<file path="src/rtl/board_pkg.sv">
// Board-wide constants shared by the switch front end and the board top.
package board_pkg;

    localparam int CLK_HZ          = 12_000_000;
    localparam int DEBOUNCE_MS     = 10;
    localparam int DEBOUNCE_CYCLES = CLK_HZ / 1000 * DEBOUNCE_MS;

    // Per-bit debounce states: idle and matching, or timing a candidate level
    localparam logic [0:0] ST_STABLE   = 1'b0;
    localparam logic [0:0] ST_COUNTING = 1'b1;

    // Counter width for a stable-time count; never narrower than one bit
    function automatic int cnt_width(input int n);
        return (n <= 2) ? 1 : $clog2(n);
    endfunction

endpackage

</file>
<file path="src/rtl/debounce_bit.sv">
// One switch bit: synchroniser chain, stable-time counter and accept logic.
module debounce_bit
    import board_pkg::*;
#(
    parameter int SYNC_STAGES     = 2,
    parameter int DEBOUNCE_CYCLES = board_pkg::DEBOUNCE_CYCLES
) (
    input  logic clk,
    input  logic rst_n,
    input  logic raw_i,
    output logic db_o,
    output logic chg_o,
    output logic busy_o
);

    localparam int CNT_W = cnt_width(DEBOUNCE_CYCLES);
    localparam logic [CNT_W-1:0] CNT_MAX = CNT_W'(DEBOUNCE_CYCLES - 1);

    logic [SYNC_STAGES-1:0] sync_q;
    logic                   s;
    logic [CNT_W-1:0]       cnt_q;
    logic [CNT_W-1:0]       cnt_d;
    logic                   db_q;
    logic                   db_d;
    logic                   chg;
    logic [0:0]             state;

    assign s = sync_q[SYNC_STAGES-1];

    // Shift the raw pin through the synchroniser; only the last stage is ever used
    always_ff @(posedge clk) begin
        if (!rst_n) begin
            sync_q <= '0;
        end else begin
            sync_q <= {sync_q[SYNC_STAGES-2:0], raw_i};
        end
    end

    // Time how long the synchronised level has disagreed with the accepted level
    always_comb begin
        state = (cnt_q == '0) ? ST_STABLE : ST_COUNTING;
        cnt_d = cnt_q;
        db_d  = db_q;
        chg   = 1'b0;
        case (state)
            ST_STABLE: begin
                if (s != db_q) begin
                    cnt_d = CNT_W'(1);
                end
            end
            ST_COUNTING: begin
                if (s == db_q) begin
                    cnt_d = '0;
                end else if (cnt_q == CNT_MAX) begin
                    db_d  = s;
                    cnt_d = '0;
                    chg   = 1'b1;
                end else begin
                    cnt_d = cnt_q + CNT_W'(1);
                end
            end
            default: begin
                cnt_d = '0;
            end
        endcase
    end

    // Commit the counter and the accepted level
    always_ff @(posedge clk) begin
        if (!rst_n) begin
            cnt_q <= '0;
            db_q  <= 1'b0;
        end else begin
            cnt_q <= cnt_d;
            db_q  <= db_d;
        end
    end

    assign db_o   = db_q;
    assign chg_o  = chg;
    assign busy_o = (cnt_d != '0);

endmodule

</file>
<file path="src/rtl/sw_debounce.sv">
// Slide-switch front end: per-bit debouncers plus a shared change strobe and busy flag.
module sw_debounce
    import board_pkg::*;
#(
    parameter int WIDTH           = 2,
    parameter int SYNC_STAGES     = 2,
    parameter int DEBOUNCE_CYCLES = board_pkg::DEBOUNCE_CYCLES
) (
    input  logic             clk,
    input  logic             rst_n,
    input  logic [WIDTH-1:0] sw_raw,
    output logic [WIDTH-1:0] sw_db,
    output logic             sw_stb,
    output logic             busy
);

    logic [WIDTH-1:0] chg;
    logic [WIDTH-1:0] cnt_nz;
    logic             stb_q;
    logic             stb_d;
    logic             busy_q;
    logic             busy_d;

    for (genvar i = 0; i < WIDTH; i++) begin : g_bit
        debounce_bit #(
            .SYNC_STAGES     (SYNC_STAGES),
            .DEBOUNCE_CYCLES (DEBOUNCE_CYCLES)
        ) u_bit (
            .clk    (clk),
            .rst_n  (rst_n),
            .raw_i  (sw_raw[i]),
            .db_o   (sw_db[i]),
            .chg_o  (chg[i]),
            .busy_o (cnt_nz[i])
        );
    end

    // Simultaneous bit changes merge into a single strobe
    always_comb begin
        stb_d  = |chg;
        busy_d = |cnt_nz;
    end

    // Register strobe and busy so they line up with the new switch code
    always_ff @(posedge clk) begin
        if (!rst_n) begin
            stb_q  <= 1'b0;
            busy_q <= 1'b0;
        end else begin
            stb_q  <= stb_d;
            busy_q <= busy_d;
        end
    end

    assign sw_stb = stb_q;
    assign busy   = busy_q;

endmodule

</file>
<file path="config.mk">
export PLATFORM = sky130hd
export DESIGN_NAME = sw_debounce
export DESIGN_NICKNAME = d
export VERILOG_FILES = /design/src/rtl/board_pkg.sv /design/src/rtl/debounce_bit.sv /design/src/rtl/sw_debounce.sv
export SDC_FILE = /design/constraint.sdc
export NUM_CORES = 1
export LEC_CHECK = 0
export ABC_AREA = 1
export ABC_CLOCK_PERIOD_IN_PS = 1700
export CORE_ASPECT_RATIO = 1.5
export CORE_MARGIN = 2
export CORE_UTILIZATION = 40
export CTS_CLUSTER_DIAMETER = 200
export DETAILED_ROUTE_END_ITERATION = 12
export GPL_ROUTABILITY_DRIVEN = 0
export PLACE_DENSITY = 0.68
export RECOVER_POWER = 25
export SETUP_SLACK_MARGIN = 0.05
export SLEW_MARGIN = 25
export SYNTH_ARGS = -nofsm -noshare
export SYNTH_HDL_FRONTEND = slang
export SYNTH_HIERARCHICAL = 1
export SYNTH_SLANG_ARGS = --single-unit
</file>
<file path="constraint.sdc">
create_clock -name clk -period 1.7 [get_ports clk]
set_input_delay 0.34 -clock clk [delete_from_list [all_inputs] [get_ports clk]]
set_output_delay 0.34 -clock clk [all_outputs]
set_load 0.01 [all_outputs]
</file>
# After elaboration in Yosys (flattened, before gate mapping)
# Index checks and enable logic that the tools add are counted.
dict set report word_totals {
  in_bits 4
  elab_cells 44
  reg_bits 42
  output_inout_bits 4
}
dict set report classes {
  mux 16
  eq_ne 6
  n_reduce_logical 8
  addsub 2
  bitwise 4
}
# operator n
set ops {}
lappend ops {{two-way mux 17 bit} 6}
lappend ops {{case mux 17 bit (2 select lines)} 2}
lappend ops {{adder 17 x 1 -> 17 bit, second input constant} 2}
lappend ops {{== test 17 bit, second input constant} 2}
lappend ops {{zero test 17 bit} 2}
lappend ops {{nonzero test 17 bit} 2}
lappend ops {{two-way mux 1 bit} 8}
lappend ops {{AND reduction 3 bit} 2}
lappend ops {{NOT 1 bit} 4}
lappend ops {{OR reduction 2 bit} 2}
lappend ops {{== test 1 bit} 2}
lappend ops {{inequality test 1 bit} 2}

# Depth between registers and ports, before layout
dict set report depth {
  depth_word 6
  mapped_depth 15
  depth_no_buf 15
}

# Cells and area by module
# The synthesis kept the hierarchy.
# mod instances area_per_inst_um2 seq_area_each_um2 cells_each
set modules_own_cells {}
lappend modules_own_cells {debounce_bit 2 1353.8 400.4 213}
lappend modules_own_cells {sw_debounce 1 58.8 40.0 7}

# Worst setup path after synthesis
# No wires, ideal clock.
dict set report synth_timing {
  path_type {register to register}
  start {reg g_bit[1].u_bit.cnt_q[0]}
  end {reg busy_q (netlist: busy)}
  n_path_buf 0
  setup_ns 0.111
  required_time_ns 1.589
  path_stages_with_launch 16
  synth_period_minus_slack_ns 1.637
  t_arrival_ns 1.525
  setup_slack_ns 0.063
  path_cell_list {dfxtp_1 -> inv_1 -> ha_1 -> inv_1 -> nor2_1 -> nand2_1 -> nor2_2 -> nand2_2 -> nand2_2 -> nor2_4 -> inv_1 -> a21oi_2 -> nor2_1 -> nand3_1 -> nor2_1 -> nor2_1}
}
dict set report synth_via {
  elab_chain_cells 6
  word_cells_on_any_way 10
  classes_between {add/sub (1); eq/ne (1); mux (5); reduce/logical (3)}
}
# item line_no
set synth_rtl {}
lappend synth_rtl {{start, declared} debounce_bit.sv:21} ;# logic [CNT_W-1:0] cnt_q;
lappend synth_rtl {{start signal, assigned} debounce_bit.sv:74} ;# cnt_q <= cnt_d;
lappend synth_rtl {{adder 17 x 1 -> 17 bit / == test 17 bit (equally long branches)} {debounce_bit.sv:59, debounce_bit.sv:54}}
lappend synth_rtl {{two-way mux 17 bit} debounce_bit.sv:54} ;# end else if (cnt_q == CNT_MAX) begin
lappend synth_rtl {{two-way mux 17 bit} debounce_bit.sv:52} ;# if (s == db_q) begin
lappend synth_rtl {{case mux 17 bit (2 select lines) *} debounce_bit.sv:45} ;# case (state)
lappend synth_rtl {{nonzero test 17 bit *} debounce_bit.sv:81} ;# assign busy_o = (cnt_d != '0);
lappend synth_rtl {{named net cnt_nz[1]} sw_debounce.sv:18} ;# logic [WIDTH-1:0] cnt_nz;
lappend synth_rtl {{OR reduction 2 bit *} sw_debounce.sv:41} ;# busy_d = |cnt_nz;
lappend synth_rtl {{end signal, assigned} sw_debounce.sv:51} ;# busy_q <= busy_d;
lappend synth_rtl {{end, declared} sw_debounce.sv:21} ;# logic busy_q;
# Mark *: on every way through the listed nets, which the timed path passes. The rest lies on a longest branch.
# A chain may end at the register's enable or synchronous reset.

# Final worst setup path
dict set report layout_timing {
  start {reg g_bit[1].u_bit.cnt_q[9]}
  end {reg busy_q (netlist: busy)}
}
# Same word-level chain as after synthesis.

==> reports/qor.txt <==
initial antenna violation count = 0
Total Power = 1.91 mW
Worst Tran Pin Value = 409 ps
root buf cell = clkbuf_8
maximum clock rate = 0.564 GHz
WL final = 7500 um
crit path kind = reg2reg
Max-Cap Viols = 0
Placed Cells = 547
drt first pass iters = 4
vias after detailed routing = 2909
status = complete, but fails checks
ant diodes = 0
Final Non-Filler Cells = 561
antenna-violating nets left = 0
hold buffers post-CTS = 0
syn_nets = 441
setup ws final = -71.9 ps
syn avg cell area = 6.39 sq um
clock-pin slew on the worst setup and hold paths = 80 ps
Initial Utilization = 0.409
count of cell types in the netlist = 25
class of the worst hold path = reg2reg
Synth area leaders = dfxtp_1, nand2_1, nor2_1
crit share post-route = 1.04
area leader, netlist = dfxtp_1
Worst Path Required = 1900 ps
crit path time final = 1770 ps
Vias/cell = 5.19
final setup fails = 3
Slew Viols, Final = 0
H-Tree Depth = 2
Worst Setup End Kind = register
fillers = 687
Synth top area share = 0.304
dpl hpwl = 5770 um
port bufs = 7
final setup TNS = -189 ps
commonest non-fill, non-tap cell in the layout = nand2_1
grt total ovfl = 0
number of global-route vias before repair = 2822
Final Hold Viols = 0
critical path fanouts, max = 5
CP startpoint kind = register
first-pass GRT wire length = 12300 um
post-layout util = 0.512
Tot GR Track Use = 0.206
Mapped Cells = 433
power per cell area = 552 nW/um^2
row count = 37
slew margin rel. = 0.728
unrepaired setup endpoints after global routing = true
area grow syn2layout = 25.0%
core area = 6760 sq um
WP data arrival = 1970 ps
largest net degree at the start of global routing = 19
maximum root-to-sink buffer count = 2
synth warn = 6
leakage = 1.54 nW
layout cells sized above 1 = 0.292
TritonCTS clock tree = yes
DRT iter0 DRCs = 103
fin nets = 490
Peak VDD IR = 0.000481 V
Die Area = 7610 sq um
Die Y = 106 um
synthesized cell area = 2770 sq um
top-level port count = 8
# clock sinks = 42
# DRC = 0
routed length per placed instance = 13.4 um
clock skew = 8.53 ps
Die X = 71.9 um
worst skew pair latency = 300 ps
TritonCTS buffer count = 5
sequential share of the synthesized area = 0.304
most frequent cells in the layout = nand2_1, nor2_1, inv_1, nand3_1, buf_4
failing checks = negative setup slack
synthesized flop and latch total = 42
path summary, 6_finish.rpt:
check | startpoint | endpoint | slack [ps] | depth (start not counted)
worst min-delay path | g_bit[1].u_bit/sync_q[0]$_SDFF_PN0_ | g_bit[1].u_bit/sync_q[1]$_SDFF_PN0_ | 420 | 2
worst max-delay path | g_bit[1].u_bit/cnt_q[9]$_SDFF_PN0_ | busy$_SDFF_PN0_ | -70 | 9
worst min register to register | g_bit[1].u_bit/sync_q[0]$_SDFF_PN0_ | g_bit[1].u_bit/sync_q[1]$_SDFF_PN0_ | 420 | 2
worst max register to register | g_bit[1].u_bit/cnt_q[9]$_SDFF_PN0_ | busy$_SDFF_PN0_ | -70 | 9
cells by family after synthesis:
| group | Yosys count | share of synthesized area |
|---|---|---|
| AND/OR/NAND/NOR | 300 | 0.515 |
| buffers and inverters | 57 | 0.0773 |
| flip-flops | 42 | 0.304 |
| XOR/XNOR | 18 | 0.0570 |
| AO/OA/AOI/OAI | 12 | 0.0289 |
| adder cells (fa/ha/maj) | 4 | 0.0181 |
synthesized netlist by cell type:
master	n
nand2_1	98
nor2_1	92
inv_1	43
dfxtp_1	42
nand3_1	42
nand4_1	16
nand2_2	14
nor2_4	14
nor3_1	10
xor2_1	10
inv_2	8
xnor2_1	8
nor2_2	6
clkinv_1	4
ha_1	4
o21ai_0	4
a21oi_1	2
a21oi_2	2
and2_1	2
clkbuf_1	2
nand3_2	2
nand3b_1	2
nor3_2	2
o21ai_1	2
o21bai_2	2
critical path, cell delays in order (launching register included):
cell,delay [ps]
dfxtp_1,490
nand2_1,170
nor2_4,160
nand3_1,120
xor2_1,280
a21oi_2,120
nor2_1,110
nand3_1,70
nor2_1,100
nor2_1,50
registers in the layout (all words and copies together), names as in the netlist:
register            count
g_bit.u_bit/sync_q      4
g_bit.u_bit/db_o        2
g_bit.u_bit/cnt_q      34
busy                    1
sw_stb                  1
through the flow:
step                setup WS, ps  area (sq um)  hold WS (ps)
CTS                        -22.7          3380           416
detailed placement          -121          3160           395
floorplan                   63.3          2770           390
finish                     -71.9          3460           416
global placement           -87.9          3160           398
global route                -269          3460           431
layout make-up:
class | count | area (sq um) | share of cell area
Sequential cell | 42 | 855 | 0.247
Tap cell | 78 | 97.6 | 0.0282
Clock buffer | 6 | 72.6 | 0.0210
Inverter | 55 | 208 | 0.0601
Timing Repair Buffer | 44 | 347 | 0.100
Clock inverter | 2 | 37.5 | 0.0109
Multi-Input combinational cell | 334 | 1840 | 0.533
power breakdown:
part	switching (mW)	internal, mW
combinational	0.0712	0.0544
clock	0.345	0.438
sequential	0.00589	0.993
per-layer routing:
metal | vias up | wire length, um | GRT usage | share of wire
met2 | 76 | 4120 | 0.395 | 0.55
li1 | 1464 | - | - | -
met5 | - | 0 | 0 | 0
met4 | 0 | 417 | 0.124 | 0.056
met3 | 39 | 245 | 0.0268 | 0.033
met1 | 1330 | 2720 | 0.199 | 0.36
what timing repair did:
item	in CTS	in global routing
resized for setup	30	23
pin swaps	12	10
setup buffers	4	2
endpoints found under the setup margin	4	11
Note: power is estimated with default switching activity, not from simulation.
